## src/rtl/control_unit_if.sv

```systemverilog
// control_unit_if: handshake / status bundle between control_unit and data_path.
//   master : control_unit side (drives enables, busy, done, iter_cnt)
//   slave  : data_path / environment side (drives start, output8)
//   Signals: start, output8[WIDTH], Enable3, Enable7, Enable9, Enable10,
//            busy, done, iter_cnt[CNT_W]; with CONTROL_UNIT_ABORT_EN also
//            abort (to controller) and aborted (from controller).
interface control_unit_if #(
  parameter int WIDTH = 32,
  parameter int ITER  = 8
);
  localparam int CNT_W = $clog2(ITER + 1);

  logic             start;
  logic [WIDTH-1:0] output8;
  logic             Enable3;
  logic             Enable7;
  logic             Enable9;
  logic             Enable10;
  logic             busy;
  logic             done;
  logic [CNT_W-1:0] iter_cnt;
`ifdef CONTROL_UNIT_ABORT_EN
  logic             abort;
  logic             aborted;

  modport master (input start, output8, abort,
                  output Enable3, Enable7, Enable9, Enable10, busy, done, iter_cnt, aborted);
  modport slave  (output start, output8, abort,
                  input Enable3, Enable7, Enable9, Enable10, busy, done, iter_cnt, aborted);
`else
  modport master (input start, output8,
                  output Enable3, Enable7, Enable9, Enable10, busy, done, iter_cnt);
  modport slave  (output start, output8,
                  input Enable3, Enable7, Enable9, Enable10, busy, done, iter_cnt);
`endif
endinterface

```

## src/rtl/control_unit.sv

```systemverilog
// control_unit: ASM controller sequencing data_path enables.
//   IDLE -> LOAD (Enable3/7) -> COMPUTE (Enable9, up to ITER cycles, exits
//   early when output8==0) -> WRITE (Enable10) -> DONE (done pulse) -> IDLE.
// Ports: clk, rst_n (async, active low), bus (control_unit_if.master).
// Params: WIDTH (output8 width), ITER (max COMPUTE cycles, 1..65535);
//   must match the parameters of the connected interface.
// Option: CONTROL_UNIT_ABORT_EN adds bus.abort (jump to DONE from
//   LOAD/COMPUTE/WRITE) and the sticky bus.aborted flag.
module control_unit #(
  parameter int WIDTH = 32,
  parameter int ITER  = 8
) (
  input logic            clk,
  input logic            rst_n,
  control_unit_if.master bus
);
  localparam int CNT_W = $clog2(ITER + 1);
  localparam logic [CNT_W-1:0] ITER_C = CNT_W'(ITER);

  typedef enum logic [2:0] {IDLE, LOAD, COMPUTE, WRITE, DONE} state_t;

  typedef struct packed {
    logic e3, e7, e9, e10, busy, done;
  } outs_t;

  // Outputs are registered from the state being entered, so each one is
  // high exactly for the cycles spent in its state.
  function automatic outs_t dec(state_t s);
    outs_t o;
    o = '0;
    case (s)
      LOAD:    begin o.e3 = 1'b1; o.e7 = 1'b1; o.busy = 1'b1; end
      COMPUTE: begin o.e9 = 1'b1; o.busy = 1'b1; end
      WRITE:   begin o.e10 = 1'b1; o.busy = 1'b1; end
      DONE:    o.done = 1'b1;
      default: o = '0;
    endcase
    return o;
  endfunction

  state_t           state;
  outs_t            o;
  logic [CNT_W-1:0] cnt;
  logic             abort_i;
  logic             last;

`ifdef CONTROL_UNIT_ABORT_EN
  assign abort_i = bus.abort;
`else
  assign abort_i = 1'b0;
`endif

  assign last = ((cnt + 1'b1) == ITER_C) || (bus.output8 == '0);

  always_ff @(posedge clk or negedge rst_n) begin
    if (!rst_n) begin
      state <= IDLE;
      o     <= '0;
      cnt   <= '0;
    end else begin
      case (state)
        IDLE: begin
          if (bus.start) begin
            state <= LOAD;
            o     <= dec(LOAD);
            cnt   <= '0;
          end else begin
            state <= IDLE;
            o     <= dec(IDLE);
          end
        end
        LOAD: begin
          state <= abort_i ? DONE : COMPUTE;
          o     <= dec(abort_i ? DONE : COMPUTE);
        end
        COMPUTE: begin
          // counter advances on the exit edge too, so iter_cnt equals the
          // number of COMPUTE cycles actually spent
          cnt <= cnt + 1'b1;
          if (abort_i) begin
            state <= DONE;
            o     <= dec(DONE);
          end else if (last) begin
            state <= WRITE;
            o     <= dec(WRITE);
          end else begin
            state <= COMPUTE;
            o     <= dec(COMPUTE);
          end
        end
        WRITE: begin
          state <= DONE;
          o     <= dec(DONE);
        end
        DONE: begin
          state <= IDLE;
          o     <= dec(IDLE);
        end
        default: begin
          state <= IDLE;
          o     <= dec(IDLE);
        end
      endcase
    end
  end

`ifdef CONTROL_UNIT_ABORT_EN
  logic aborted_q;
  always_ff @(posedge clk or negedge rst_n) begin
    if (!rst_n)
      aborted_q <= 1'b0;
    else if (state == IDLE && bus.start)
      aborted_q <= 1'b0;
    else if (abort_i && (state == LOAD || state == COMPUTE || state == WRITE))
      aborted_q <= 1'b1;
  end
  assign bus.aborted = aborted_q;
`endif

  assign bus.Enable3  = o.e3;
  assign bus.Enable7  = o.e7;
  assign bus.Enable9  = o.e9;
  assign bus.Enable10 = o.e10;
  assign bus.busy     = o.busy;
  assign bus.done     = o.done;
  assign bus.iter_cnt = cnt;
endmodule

```

## src/flat_wrapper.sv

```systemverilog
// flat-port wrapper written by rule: the top's interface ports become plain ports
module control_unit_flat 
#(
  parameter int WIDTH = 32,
  parameter int ITER  = 8
)
  (clk, rst_n, bus_start, bus_output8, bus_Enable3, bus_Enable7, bus_Enable9, bus_Enable10, bus_busy, bus_done, bus_iter_cnt);
  control_unit_if #(.WIDTH(WIDTH), .ITER(ITER)) bus_i ();
  input logic clk;
  input logic rst_n;
  input wire logic [$bits(bus_i.start)-1:0] bus_start;
  input wire logic [$bits(bus_i.output8)-1:0] bus_output8;
  output wire logic [$bits(bus_i.Enable3)-1:0] bus_Enable3;
  output wire logic [$bits(bus_i.Enable7)-1:0] bus_Enable7;
  output wire logic [$bits(bus_i.Enable9)-1:0] bus_Enable9;
  output wire logic [$bits(bus_i.Enable10)-1:0] bus_Enable10;
  output wire logic [$bits(bus_i.busy)-1:0] bus_busy;
  output wire logic [$bits(bus_i.done)-1:0] bus_done;
  output wire logic [$bits(bus_i.iter_cnt)-1:0] bus_iter_cnt;
  assign bus_i.start = bus_start;
  assign bus_i.output8 = bus_output8;
  assign bus_Enable3 = bus_i.Enable3;
  assign bus_Enable7 = bus_i.Enable7;
  assign bus_Enable9 = bus_i.Enable9;
  assign bus_Enable10 = bus_i.Enable10;
  assign bus_busy = bus_i.busy;
  assign bus_done = bus_i.done;
  assign bus_iter_cnt = bus_i.iter_cnt;
  control_unit #(.WIDTH(WIDTH), .ITER(ITER)) u_core (.clk(clk), .rst_n(rst_n), .bus(bus_i));
endmodule
```

## config.mk

```make
export PLATFORM = sky130hd
export DESIGN_NAME = control_unit_flat
export DESIGN_NICKNAME = d
export VERILOG_FILES = /design/src/rtl/control_unit_if.sv /design/src/rtl/control_unit.sv /design/src/flat_wrapper.sv
export SDC_FILE = /design/constraint.sdc
export NUM_CORES = 1
export LEC_CHECK = 0
export CAP_MARGIN = 20
export CORE_MARGIN = 10
export CORE_UTILIZATION = 28
export DETAILED_ROUTE_END_ITERATION = 12
export HOLD_SLACK_MARGIN = 0.12
export PLACE_DENSITY = 0.7
export SETUP_SLACK_MARGIN = 0.5
export SYNTH_ARGS = -nofsm -noshare
export SYNTH_HDL_FRONTEND = slang
export SYNTH_SLANG_ARGS = --single-unit
```

## constraint.sdc

```tcl
create_clock -name clk -period 1.2 [get_ports clk]
set_clock_uncertainty 0.05 [all_clocks]
set_input_delay 0.24 -clock clk [delete_from_list [all_inputs] [get_ports clk]]
set_output_delay 0.24 -clock clk [all_outputs]
set_load 0.02 [all_outputs]
```

== Yosys cells after proc, flatten, opt, wreduce, memory -nomap -nowiden ==
Cells that the tools add are included.

* Add/subtract/negate cells: 1
* Equal/unequal tests: 5
* Multiplexer cells: 8
* Reductions and logical operators: 5

{| class="wikitable"
|+ Operator list
! cell !! count
|-
| zero test 32 bit || 1
|-
| case mux 6 bit (4 select lines) || 1
|-
| case mux 3 bit (4 select lines) || 1
|-
| two-way mux 4 bit || 2
|-
| case mux 4 bit (2 select lines) || 1
|-
| equality test 3 x 2 -> 1 bit, second input constant || 2
|-
| two-way mux 6 bit || 1
|-
| adder 4 x 1 -> 4 bit, second input constant || 1
|-
| equality test 4 bit, second input constant || 1
|-
| equality test 3 x 1 -> 1 bit, second input constant || 1
|-
| zero test 3 bit || 1
|-
| two-way mux 1 bit || 2
|-
| inequality test 2 bit, second input constant || 1
|-
| AND reduction 2 bit || 1
|-
| nonzero test 2 bit || 1
|-
| logical OR 1 bit || 1
|}

* Register bits after elaboration: 13

== Longest topological paths before layout ==
* Depth after elaboration: 5
* Mapped depth: 4
* Depth with buffers taken out: 4

== Worst setup path before layout ==
No wires, ideal clock.

* Kind: register to register
* From: register u_core.cnt[0] (netlist: u_core.bus.iter_cnt[0])
* To: register u_core.state[0]
* Arrival: 1189 ps
* Data required time: 1026 ps
* Path slack: -163 ps
* Cell stages (with the launch flop): 5
* Path buffers: 0
* Period minus slack after synthesis: 1363 ps
* Path through: dfrtp_1 -> nand2_1 -> xnor2_1 -> and3_1 -> o31a_1

* Word-level cells in the longest chain between the ends: 5

{| class="wikitable"
|+ Ends and longest elaborated chain
! what !! RTL line !! source
|-
| from (decl) || control_unit.sv:43 || <nowiki>logic [CNT_W-1:0] cnt;</nowiki>
|-
| from (signal assigned) || control_unit.sv:79 || <nowiki>cnt <= cnt + 1'b1;</nowiki>
|-
| adder 4 x 1 -> 4 bit || control_unit.sv:53 || <nowiki>assign last = ((cnt + 1'b1) == ITER_C) || (bus.output8 == '0);</nowiki>
|-
| equality test 4 bit || control_unit.sv:53 ||
|-
| logical OR 1 bit || control_unit.sv:53 ||
|-
| two-way mux 1 bit || control_unit.sv:83 || <nowiki>end else if (last) begin</nowiki>
|-
| case mux 3 bit (4 select lines) || control_unit.sv:61 || <nowiki>case (state)</nowiki>
|-
| to (signal assigned) || control_unit.sv:73 || <nowiki>state <= abort_i ? DONE : COMPUTE;</nowiki>
|-
| to (decl) || control_unit.sv:41 || <nowiki>state_t state;</nowiki>
|}

No other way between the ends.
A chain may end at the register's enable or synchronous reset.

== Worst setup path in the final report ==
* From: register u_core.state[0]
* To: register u_core.cnt[2] (netlist: u_core.bus.iter_cnt[2])

* Word-level cells in the longest chain between the ends: 3
* Elaborated cells between the ends (all ways): 6

{| class="wikitable"
|+ Ends and longest elaborated chain
! what !! RTL line
|-
| equality test 3 x 2 -> 1 bit or zero test 3 bit (tied branches) || control_unit.sv:61
|-
| nonzero test 2 bit (no source line) or inequality test 2 bit (tied branches) || --
|-
| AND reduction 2 bit (no source line) || --
|}

Parallel ways exist; a longest one is shown, timed or not.

==> results.yml <==
worst_setup_path:
  crit_arrival_ns: 1.42
  critPathLaunchType: "flip-flop"
  r2r_slack_ns: -0.12
  r2r-end: "u_core.bus.iter_cnt[2]"
  startpoint: "u_core.state[0]"
  setup.worst_path.end: "u_core.bus.iter_cnt[2]"
  rr_startpoint: "u_core.state[0]"
  worstPathRequired_ns: 1.30
  reg2reg_depth: 5
  crit_path_end_kind: "flip-flop"
  crit_fanout: 5
  worstSetupPathType: "flip-flop to flip-flop"
routing:
  drt_iter0_markers: 8
  drt-total-wl_mm: 2.29
  vias_per_cell: 4.67
  vias: 659
  wl_met1_um: 760
  post_drt_wl_per_cell_um: 16.2
  ant_nets: 0
  drc: 0
  firstDrtPassIters: 4
  maxUsedRoutingLayer: "met4"
  met2WireLength_mm: 1.42
  dr_wl_met3_um: 101
grt:
  overflow: 0
  antenna_found_initial: 0
  grt_pass1_wl_mm: 3.56
  grt_max_degree: 12
  grt.total_usage_pct: 11.0
  grt_pass1_vias: 712
placed_design:
  globalplace.congestion: 0.788
  dpl.hpwl_mm: 1.83
  dpl-instance-area_um2: 1100
  numPortBuffers: 44
  place_ws_ns: -0.375
logic_synthesis:
  synth_fp_nets: 88
  syn_inst: 52
  synthTopCellsByArea: "dfrtp_1 (50%), nor4_1 (9.0%), nor4b_4 (4.3%), nand4_1 (3.4%), o21ai_0 (2.7%)"
  synthMuxAreaShare_pct: 0
  synth-xor-area-share_pct: 1.58
  yosysSeqAreaShare_pct: 49.8
  syn_area_per_cell_um2: 10.6
  synth_compound_area_share_pct: 12.7
  synthFlopType: "dfrtp_1"
  synth_area_um2: 553
  synth_top_family_by_area: "simple AND/OR/NAND/NOR gates"
  synth-edff-count: 0
  ys_seq_elements: 11
  synth_top_cell_by_area: "dfrtp_1"
  synth-adder-area-share_pct: 2.26
  synth.distinct_cells: 25
  synthArstFlopShare_pct: 100
  synth_warnings: 0
  synth_top_area_share_pct: 49.8
  synth-simple-area-share_pct: 31.7
final_layout:
  drive_gt1_share_pct: 46.5
  multiInputGateArea_um2: 348
  n_antenna_cell: 0
  finalInstanceArea_um2: 1260
  fillerInstances: 165
  layout.nets: 151
  seq_area_um2: 285
  areaGrowthSynthToFinish_pct: 128
sta:
  holdWs_ns: 0.211
  rsz0062_at_grt: "true"
  fin_crit_sh_pct: 110
  finalSetupViolCount: 9
  timing.final.ws_setup_ns: -0.115
  slew_violations: 0
  worstMarginPinSlew_ns: 0.233
  timing.setup.tns_ns: -0.607
  final.min_clock_period_ns: 1.32
  maxSlewHeadroom_pct: 84.3
  fmaxAchievable_mhz: 760
  hold_viol: 0
run:
  maxCapViolCount: 0
floorplan:
  coreArea_um2: 1920
  ios: 45
  initial_utilization_pct: 28.8
  die_x_um: 64.4
  dieArea_um2: 4150
  die_y_um: 64.4
  rows: 16
outcome:
  outcome: "finished with violations"
  violations: "setup timing"
clock_tree:
  clk_pin_slew_worst_paths_ns: 0.07
  h-tree-depth: 1
  insertion_delay_ns: 0.27
  cts_buffers: 3
  clockBufferDepth: 2
  clock_sinks: 11
  clockRootBuffer: "clkbuf_4"
  cts_tree: "done"
hold_path:
  worstHoldPathType: "input pin to async pin"
pwr:
  finalPower_mw: 2.24
  peakVddDrop_mv: 1.05
  leakagePower_nw: 0.552
  power_density_nw_per_um2: 1780
-- critical path, cell delays in order (launching register included) --
cell and delay, ns:
dfrtp_2 0.44, buf_4 0.15, nor3b_4 0.24, nor2_2 0.10
o21ai_1 0.14, o21ai_1 0.08
-- repair_timing --
item / in CTS / in global routing
buffers inserted: 3 / 3
hold buffers: 0 / 0
endpoints found under the setup margin: 21 / 21
resized for setup: 97 / 6
pin swaps: 17 / 7
-- cell usage in the layout (no fill, tap or decap), types with 2 or more instances in the layout --
| cell type | Yosys | routed |
|---|---|---|
| dlygate4sd2_1 | 0 | 20 |
| buf_6 | 0 | 15 |
| clkdlybuf4s50_1 | 0 | 13 |
| buf_4 | 1 | 10 |
| dfrtp_2 | 0 | 8 |
| nor4_2 | 0 | 5 |
| o21ai_1 | 2 | 5 |
| nor4_1 | 8 | 3 |
| nand4_1 | 3 | 3 |
| nand2_1 | 4 | 3 |
| clkbuf_4 | 0 | 3 |
| dfrtp_1 | 11 | 3 |
| nor2_2 | 1 | 2 |
-- area by class of cell --
class / count / share of cell area (%)
Sequential cell: 11 / 22.7
Multi-Input combinational cell: 39 / 27.6
Inverter: 1 / 0.298
Clock buffer: 4 / 2.09
Timing Repair Buffer: 59 / 44.6
Tap cell: 27 / 2.68
-- how the worst min path moves through the flow --
stage	slack [ns]	cells after the start	end	from
after floorplan	-0.11	0	u_core.bus.Enable10	rst_n
after global placement	0.43	1	u_core.bus.iter_cnt[3]	u_core.bus.iter_cnt[3]
after detailed placement	0.44	1	u_core.bus.iter_cnt[3]	u_core.bus.iter_cnt[3]
after CTS	0.21	2	u_core.bus.busy	rst_n
after global routing	0.22	2	u_core.bus.busy	rst_n
final	0.21	2	u_core.bus.busy	rst_n
-- kinds of logic (layout without fill, tap and decap cells) --
group           after synthesis  count (layout)
compound gates               11              11
fa+ha+maj                     1               1
flops                        11              11
xor+xnor                      1               1
buf+inv                       2              64
simple gates                 26              26
-- synth_stat cells (all sizes together), types with 3 or more instances --
master	instances
nor2	4
nor4	8
o21ai	5
nand4	3
nand2	4
dfrtp	11
-- state kept, by name (all words and copies together), names as in the netlist --
register / cells
u_core.bus.Enable10: 1
u_core.bus.Enable3: 1
u_core.bus.Enable9: 1
u_core.bus.busy: 1
u_core.bus.done: 1
u_core.bus.iter_cnt: 4
u_core.state: 2
-- through the flow --
stage	utilization [%]	instances
after global placement	57.3	131
after CTS	63.0	138
after floorplan	-	52
after global routing	65.5	141
final	65.5	141
after detailed placement	57.3	131
-- report_power, final --
part | total (mW) | internal, mW | leakage [nW] | switching, mW
Clock | 0.253 | 0.129 | 0.0150 | 0.124
Combinational | 1.31 | 0.762 | 0.405 | 0.545
Sequential | 0.678 | 0.515 | 0.132 | 0.163
Total | 2.24 | 1.41 | 0.552 | 0.832
-- metal layers --
metal,track usage [%],vias up
met5,0,-
met4,1.60,0
met3,4.12,3
met2,23.0,12
met1,9.65,319
li1,-,325
Note: power is estimated with default switching activity, not from simulation.
